--- src/rtl/lsu_pkg.sv ---
// Shared types and helpers for the memory-stage load/store unit.
//   size_e       : access size encoding (byte/half/word/double)
//   state_e      : request FSM states
//   make_wstrb   : byte-enable pattern for a size at a lane offset
//   is_misaligned: address not a multiple of the access size
package lsu_pkg;

  typedef enum logic [1:0] {
    SZ_B = 2'd0,
    SZ_H = 2'd1,
    SZ_W = 2'd2,
    SZ_D = 2'd3
  } size_e;

  typedef enum logic [1:0] {
    IDLE = 2'd0,
    REQ  = 2'd1,
    RSP  = 2'd2
  } state_e;

  // Widest strobe vector supported (64-bit bus).
  localparam int MAX_STRB_W = 8;

  function automatic logic [MAX_STRB_W-1:0] make_wstrb(input size_e size,
                                                       input logic [2:0] offset);
    logic [MAX_STRB_W-1:0] base;
    case (size)
      SZ_B:    base = 8'h01;
      SZ_H:    base = 8'h03;
      SZ_W:    base = 8'h0F;
      default: base = 8'hFF;
    endcase
    return base << offset;
  endfunction

  function automatic logic is_misaligned(input logic [2:0] addr_lo, input size_e size);
    case (size)
      SZ_B:    return 1'b0;
      SZ_H:    return addr_lo[0];
      SZ_W:    return |addr_lo[1:0];
      default: return |addr_lo;
    endcase
  endfunction

endpackage

--- src/rtl/lsu_load_align.sv ---
// Load data alignment: selects the addressed lane of a full bus word,
// masks it to the access size and sign- or zero-extends to DATA_WIDTH.
//   rdata       : full bus word from memory
//   offset      : byte offset of the access within the bus word
//   size        : access size (size_e encoding)
//   is_unsigned : zero-extend instead of sign-extend
//   data        : aligned, extended result
module lsu_load_align
  import lsu_pkg::*;
#(
  parameter int DATA_WIDTH = 64
) (
  input  logic [DATA_WIDTH-1:0]            rdata,
  input  logic [$clog2(DATA_WIDTH/8)-1:0]  offset,
  input  logic [1:0]                       size,
  input  logic                             is_unsigned,
  output logic [DATA_WIDTH-1:0]            data
);

  logic [DATA_WIDTH-1:0] lane;
  logic signed [7:0]     b_s;
  logic signed [15:0]    h_s;
  logic signed [31:0]    w_s;

  always_comb begin
    lane = rdata >> {offset, 3'b000};
    b_s  = lane[7:0];
    h_s  = lane[15:0];
    w_s  = lane[31:0];
    data = lane;
    case (size_e'(size))
      SZ_B: begin
        if (is_unsigned) data = DATA_WIDTH'(lane[7:0]);
        else             data = DATA_WIDTH'(b_s);
      end
      SZ_H: begin
        if (is_unsigned) data = DATA_WIDTH'(lane[15:0]);
        else             data = DATA_WIDTH'(h_s);
      end
      SZ_W: begin
        if (is_unsigned) data = DATA_WIDTH'(lane[31:0]);
        else             data = DATA_WIDTH'(w_s);
      end
      default: data = lane;
    endcase
  end

endmodule

--- src/rtl/stage_mem_lsu.sv ---
// Memory-stage load/store unit between EX/MEM and MEM/WB.
// Accepts one op per cycle while idle; memory ops issue a valid/ready
// request, loads then wait for a variable-latency response. Misaligned
// ops are reported as faults instead of being issued.
//   clk, reset        : clock, synchronous active-high reset
//   in_*              : EX/MEM op (in_ready low stalls EX)
//   mem_req_*         : data memory request channel (bus-aligned address,
//                       lane-replicated write data, byte strobes)
//   mem_rsp_*         : load response (full bus word)
//   out_*             : MEM/WB entry, out_valid pulses once per op
//   misalign_fault    : pulses with out_valid of a faulting op
//   fault_addr        : address of the most recent fault
module stage_mem_lsu
  import lsu_pkg::*;
#(
  parameter int DATA_WIDTH = 64,
  parameter int ADDR_WIDTH = 64,
  parameter int REG_NUM    = 32
) (
  input  logic                         clk,
  input  logic                         reset,
  input  logic                         in_valid,
  output logic                         in_ready,
  input  logic [DATA_WIDTH-1:0]        in_alu_result,
  input  logic [DATA_WIDTH-1:0]        in_store_data,
  input  logic [$clog2(REG_NUM)-1:0]   in_rd,
  input  logic                         in_mem_read,
  input  logic                         in_mem_write,
  input  logic                         in_reg_write,
  input  logic [1:0]                   in_size,
  input  logic                         in_unsigned,
  output logic                         mem_req_valid,
  input  logic                         mem_req_ready,
  output logic [ADDR_WIDTH-1:0]        mem_req_addr,
  output logic                         mem_req_we,
  output logic [DATA_WIDTH-1:0]        mem_req_wdata,
  output logic [DATA_WIDTH/8-1:0]      mem_req_wstrb,
  input  logic                         mem_rsp_valid,
  input  logic [DATA_WIDTH-1:0]        mem_rsp_rdata,
  output logic                         out_valid,
  output logic [DATA_WIDTH-1:0]        out_alu_result,
  output logic [DATA_WIDTH-1:0]        out_mem_data,
  output logic [$clog2(REG_NUM)-1:0]   out_rd,
  output logic                         out_reg_write,
  output logic                         out_mem2reg,
  output logic                         misalign_fault,
  output logic [ADDR_WIDTH-1:0]        fault_addr
);

  localparam int STRB_W = DATA_WIDTH / 8;
  localparam int OFF_W  = $clog2(STRB_W);
  localparam int RD_W   = $clog2(REG_NUM);

  state_e state_q, state_d;

  logic                  accept;
  logic                  is_mem_op;
  logic                  fault;
  logic [ADDR_WIDTH-1:0] in_addr;
  logic [DATA_WIDTH-1:0] wdata_rep;
  logic [STRB_W-1:0]     wstrb_d;
  logic [DATA_WIDTH-1:0] load_data;

  logic [DATA_WIDTH-1:0] alu_p0;
  logic [RD_W-1:0]       rd_p0;
  logic                  rw_p0;
  logic                  uns_p0;
  logic [1:0]            size_p0;
  logic [OFF_W-1:0]      off_p0;

  assign in_ready      = (state_q == IDLE);
  assign mem_req_valid = (state_q == REQ);
  assign accept        = in_ready & in_valid;
  assign is_mem_op     = in_mem_read | in_mem_write;
  assign in_addr       = ADDR_WIDTH'(in_alu_result);

  // A double access cannot be served by a 32-bit bus, so it is treated
  // like any other unservable alignment.
  assign fault = is_misaligned(in_alu_result[2:0], size_e'(in_size)) ||
                 ((DATA_WIDTH == 32) && (in_size == 2'd3));

  assign wstrb_d = STRB_W'(make_wstrb(size_e'(in_size), 3'(in_alu_result[OFF_W-1:0])));

  // Replicate the right-aligned store bytes into every lane so memory can
  // pick them up wherever the strobes point.
  always_comb begin
    wdata_rep = '0;
    for (int i = 0; i < STRB_W; i++) begin
      case (size_e'(in_size))
        SZ_B:    wdata_rep[8*i +: 8] = in_store_data[7:0];
        SZ_H:    wdata_rep[8*i +: 8] = in_store_data[8*(i%2) +: 8];
        SZ_W:    wdata_rep[8*i +: 8] = in_store_data[8*(i%4) +: 8];
        default: wdata_rep[8*i +: 8] = in_store_data[8*i +: 8];
      endcase
    end
  end

  lsu_load_align #(
    .DATA_WIDTH (DATA_WIDTH)
  ) u_load_align (
    .rdata       (mem_rsp_rdata),
    .offset      (off_p0),
    .size        (size_p0),
    .is_unsigned (uns_p0),
    .data        (load_data)
  );

  always_comb begin
    state_d = state_q;
    case (state_q)
      IDLE:    if (in_valid && is_mem_op && !fault) state_d = REQ;
      REQ:     if (mem_req_ready) state_d = mem_req_we ? IDLE : RSP;
      RSP:     if (mem_rsp_valid) state_d = IDLE;
      default: state_d = IDLE;
    endcase
  end

  always_ff @(posedge clk) begin
    if (reset) state_q <= IDLE;
    else       state_q <= state_d;
  end

  // Stage p0: op captured at accept, held for the life of the access
  always_ff @(posedge clk) begin
    if (accept) begin
      alu_p0  <= in_alu_result;
      rd_p0   <= in_rd;
      rw_p0   <= in_reg_write;
      uns_p0  <= in_unsigned;
      size_p0 <= in_size;
      off_p0  <= in_alu_result[OFF_W-1:0];
    end
  end

  // Stage p1: request fields and MEM/WB outputs
  always_ff @(posedge clk) begin
    if (reset) begin
      mem_req_addr   <= '0;
      mem_req_we     <= 1'b0;
      mem_req_wdata  <= '0;
      mem_req_wstrb  <= '0;
      out_valid      <= 1'b0;
      out_alu_result <= '0;
      out_mem_data   <= '0;
      out_rd         <= '0;
      out_reg_write  <= 1'b0;
      out_mem2reg    <= 1'b0;
      misalign_fault <= 1'b0;
      fault_addr     <= '0;
    end else begin
      out_valid      <= 1'b0;
      misalign_fault <= 1'b0;
      if (accept) begin
        if (!is_mem_op) begin
          out_valid      <= 1'b1;
          out_alu_result <= in_alu_result;
          out_mem_data   <= '0;
          out_rd         <= in_rd;
          out_reg_write  <= in_reg_write && (in_rd != '0);
          out_mem2reg    <= 1'b0;
        end else if (fault) begin
          out_valid      <= 1'b1;
          misalign_fault <= 1'b1;
          fault_addr     <= in_addr;
          out_alu_result <= in_alu_result;
          out_mem_data   <= '0;
          out_rd         <= in_rd;
          out_reg_write  <= 1'b0;
          out_mem2reg    <= 1'b0;
        end else begin
          mem_req_addr  <= {in_addr[ADDR_WIDTH-1:OFF_W], {OFF_W{1'b0}}};
          mem_req_we    <= in_mem_write;
          mem_req_wdata <= wdata_rep;
          mem_req_wstrb <= wstrb_d;
        end
      end
      // Stores are posted: complete on the request handshake.
      if ((state_q == REQ) && mem_req_ready && mem_req_we) begin
        out_valid      <= 1'b1;
        out_alu_result <= alu_p0;
        out_mem_data   <= '0;
        out_rd         <= rd_p0;
        out_reg_write  <= 1'b0;
        out_mem2reg    <= 1'b0;
      end
      if ((state_q == RSP) && mem_rsp_valid) begin
        out_valid      <= 1'b1;
        out_alu_result <= alu_p0;
        out_mem_data   <= load_data;
        out_rd         <= rd_p0;
        out_reg_write  <= rw_p0 && (rd_p0 != '0);
        out_mem2reg    <= 1'b1;
      end
    end
  end

endmodule

--- config.mk ---
export PLATFORM = sky130hd
export DESIGN_NAME = stage_mem_lsu
export DESIGN_NICKNAME = d
export VERILOG_FILES = /design/src/rtl/lsu_pkg.sv /design/src/rtl/lsu_load_align.sv /design/src/rtl/stage_mem_lsu.sv
export SDC_FILE = /design/constraint.sdc
export NUM_CORES = 1
export LEC_CHECK = 0
export CAP_MARGIN = 5
export CORE_AREA = 2 2 211 213
export CTS_BUF_LIST = sky130_fd_sc_hd__clkbuf_2 sky130_fd_sc_hd__clkbuf_4 sky130_fd_sc_hd__clkbuf_8
export DETAILED_ROUTE_END_ITERATION = 12
export DIE_AREA = 0 0 213 215
export PLACE_DENSITY = 0.7
export SETUP_SLACK_MARGIN = 0.05
export SYNTH_ARGS = -nofsm -noshare
export SYNTH_HDL_FRONTEND = slang
export SYNTH_SLANG_ARGS = --single-unit
--- constraint.sdc ---
create_clock -name clk -period 7.7 [get_ports clk]
set_clock_uncertainty 0.2 [all_clocks]
set_input_delay 1.925 -clock clk [delete_from_list [all_inputs] [get_ports clk]]
set_output_delay 1.925 -clock clk [all_outputs]
set_load 0.1 [all_outputs]
==> metrics.log <==
INFO  metric initial_standard_cell_utilization_of_the_core = 39.6%
INFO  metric post-place-cells = 2882
INFO  metric first_pass_grt_wire_length = between 90000 and 100000 um
INFO  metric post-route-worst-setup-slack = 2620 ps
INFO  metric max_slew_margin = 17.5%
INFO  metric cp_slowest_stage_delay = 720 ps
INFO  metric postSynth.topFlopCell = sky130_fd_sc_hd__dfxtp_1
INFO  metric cpMaxStageDelayCell = sky130_fd_sc_hd__a21o_4
INFO  metric placement.io_buffers = about 540
INFO  metric stdcell_count = 3024
INFO  metric period_needed = roughly 5100 ps
INFO  metric hold_viol_final = 0
INFO  metric route.detailed.vias_per_inst = 5.28
INFO  metric yosysWarnings = 0
INFO  metric antenna_nets_post_route = 0
INFO  metric place.gp.congestion = 0.902
INFO  metric final_max_slew_viol_count = 0
INFO  metric drc = 0
INFO  metric tightestPinTransition = 1240 ps
INFO  metric boundaryPins = between 500 and 600
INFO  metric syn_to_final_growth = 42.8%
INFO  metric worst_skew_pair.late_latency = between 600 and 700 ps
INFO  metric firstDrtPassIters = 8
INFO  metric grt_overflow = 0
INFO  metric ys_types = 53
INFO  metric clock_sinks = 410
INFO  metric critical_path.max_fanout = between 80 and 90
INFO  metric share_of_layout_cells_above_drive_strength_1 = 9.73%
INFO  metric p_per_area = 256 nW/um2
INFO  metric worst-r2r-setup-slack = between 4000 and 5000 ps
INFO  metric cts-root-buf = sky130_fd_sc_hd__clkbuf_8
INFO  metric nets = 2577
INFO  metric grt_use_total = 26.7%
INFO  metric vdd_ir_drop_max = roughly 170 uV
INFO  metric die_w = 213 um
INFO  metric die_h = 215 um
INFO  metric syn_inst = between 1.5k and 2k
INFO  metric post_cts.repair.setup_buffers = 0
INFO  metric routed_wire_length_per_instance = between 20 and 25 um
INFO  metric endpoint_kind = register
INFO  metric syn_avg_cell_area = 9.20 um2
INFO  metric hold_slack = 252 ps
INFO  metric drt_iter0_markers = around 1.4k
INFO  metric finalWirelength = 63100 um
INFO  metric yosys_register_bits = a little over 400
INFO  metric post_cts_resized = 0
INFO  metric max_cap_violation_count = 0
INFO  metric core.rowCount = 77
INFO  metric route.vias.total = 16.0k
INFO  metric final-setup-viol-count = 0
INFO  metric cts.clk_slew.worst_paths = 60 ps
INFO  metric asyncSetResetFlopFracSynth = 0%
INFO  metric cts_max_level = 3
INFO  metric grt_max_degree = 109
INFO  metric first_global_vias = around 15k
INFO  metric syn_area = 17300 um2
INFO  metric min_delay_worst_type = reg2reg
INFO  metric totalNegativeSetupSlack = 0 ps
INFO  metric cts_hold_repair.buffers = 0
INFO  metric critical_path_launch_point_type = input pin
INFO  metric crit_chain = clkdlybuf4s50_1 -> inv_1 -> ha_1 -> nor3_1 -> o31ai_1 -> a21o_4 -> buf_4 -> nor2_1 -> a211oi_1
INFO  metric core-area = about 44000 um2
INFO  metric arrival = 5380 ps
INFO  metric worst-endpoint-required = between 8000 and 9000 ps
INFO  metric setup_slack_placement = 1990 ps
INFO  metric outcome = finished clean
INFO  metric timing.final.crit_share = 65.9%
INFO  metric cts-root-to-sink-buffers = 3
INFO  metric floorplan.die_area = 45800 um2
INFO  metric setup_repair_after_global_routing_missed_its_margin = no
INFO  metric static-leakage-power = 0.00858 uW
INFO  metric ys_seq_area_share = about half
INFO  metric max_freq = ~0.20 GHz
INFO  metric cts_tree = built
INFO  metric cts_inserted_buffers = 72
INFO  metric criticalPathCategory = in2reg
INFO  metric dp_hpwl = 45300 um
INFO  metric number_of_synthesized_flops_with_an_enable_pin = 73
INFO  metric number_of_antenna_violations_at_the_first_check_in_global_routing = 9
==> cells by family after synthesis <==
logic type      share of synthesized area (%)
buf+inv                                  4.39
compound gates                           18.0
simple gates                             14.4
fa+ha+maj                               0.290
other cells                            0.0217
mux                                      11.2
flops                                    51.7
==> metal layers <==
layer	vias up	track usage (%)	wire length [um]	part of all wire, %
li1	7607	-	-	-
met1	7533	32.1	24900	39
met2	662	43.4	30100	48
met3	154	7.75	5390	8.5
met4	6	13.5	2750	4.4
met5	-	0	43	0.068
==> cell usage after synthesis, types with 9 or more instances <==
cell,instances,area share (%)
sky130_fd_sc_hd__nand3_1,9,0.26
sky130_fd_sc_hd__inv_1,13,0.28
sky130_fd_sc_hd__dfxtp_1,337,39
sky130_fd_sc_hd__clkbuf_1,103,2.2
sky130_fd_sc_hd__a311oi_1,9,0.46
sky130_fd_sc_hd__o21ai_0,61,1.8
sky130_fd_sc_hd__a211oi_1,112,4.9
sky130_fd_sc_hd__nand2_1,422,9.2
sky130_fd_sc_hd__o21ai_2,10,0.51
sky130_fd_sc_hd__mux2_2,10,0.65
sky130_fd_sc_hd__buf_1,11,0.24
sky130_fd_sc_hd__nor2_1,158,3.4
sky130_fd_sc_hd__a22oi_1,25,1.1
sky130_fd_sc_hd__edfxtp_1,73,13
sky130_fd_sc_hd__mux4_2,36,4.7
sky130_fd_sc_hd__a21oi_1,259,7.5
sky130_fd_sc_hd__buf_2,34,0.98
sky130_fd_sc_hd__nor3_1,12,0.35
sky130_fd_sc_hd__mux2i_1,97,5.6
==> final timing paths <==
path	start	end	cells after the start
max	in_size[1]	out_alu_result[59]	9
min	mem_req_addr[14]	mem_req_addr[14]	2
max reg2reg	state_q[1]	out_mem_data[8]	6
min reg2reg	mem_req_addr[14]	mem_req_addr[14]	2
==> final cells by class <==
cell class,instances,area (um2)
Clock inverter,18,189
Multi-Input combinational cell,1297,7650
Timing Repair Buffer,570,5640
Sequential cell,410,8940
Tap cell,592,741
Inverter,14,52.6
Antenna cell,7,17.5
Clock buffer,116,1450
Fill cell,3910,19000
==> state kept, by name, indices dropped and copies added, names as in the netlist, 5 cells and up <==
name and cells:
mem_req_addr 61, fault_addr 64, alu_p0 64, out_rd 5, mem_req_wstrb 8, mem_req_wdata 64, out_mem_data 64, rd_p0 5
out_alu_result 64
==> critical path: cells and delay by family <==
kind / cells / cell delay (ps)
compound gates: 3 / 1590
buf+inv: 3 / 1030
fa+ha+maj: 1 / 470
simple gates: 2 / 260
==> through the flow <==
step	utilization [%]	power (uW)	area, um2
after floorplan	-	3620	17300
after global placement	52.7	4110	23000
after detailed placement	52.7	4130	23000
after CTS	56.5	6360	24600
after global routing	56.5	6550	24700
final	56.5	6310	24700
==> layout by cell type, fill, tap and decap left out, drive strengths merged, types with 4 or more instances in the layout <==
cell,n
a211oi,114
a21oi,259
a221o,7
a22o,8
a22oi,25
a311oi,9
buf,28
clkbuf,116
clkdlybuf4s50,542
clkinv,10
dfxtp,337
diode,7
edfxtp,73
ha,4
inv,16
mux2,13
mux2i,97
mux4,36
nand2,422
nand2b,6
nand3,9
nor2,159
nor2b,7
nor3,12
o21ai,79
==> report_power, final <==
part | internal (uW) | total (uW) | leakage [uW] | switching [uW]
Clock | 1300 | 2220 | 0.000863 | 919
Sequential | 2330 | 2400 | 0.00345 | 74.8
Combinational | 445 | 1690 | 0.00427 | 1240
Total | 4070 | 6310 | 0.00858 | 2240
Power figures use the tool's default switching activity.
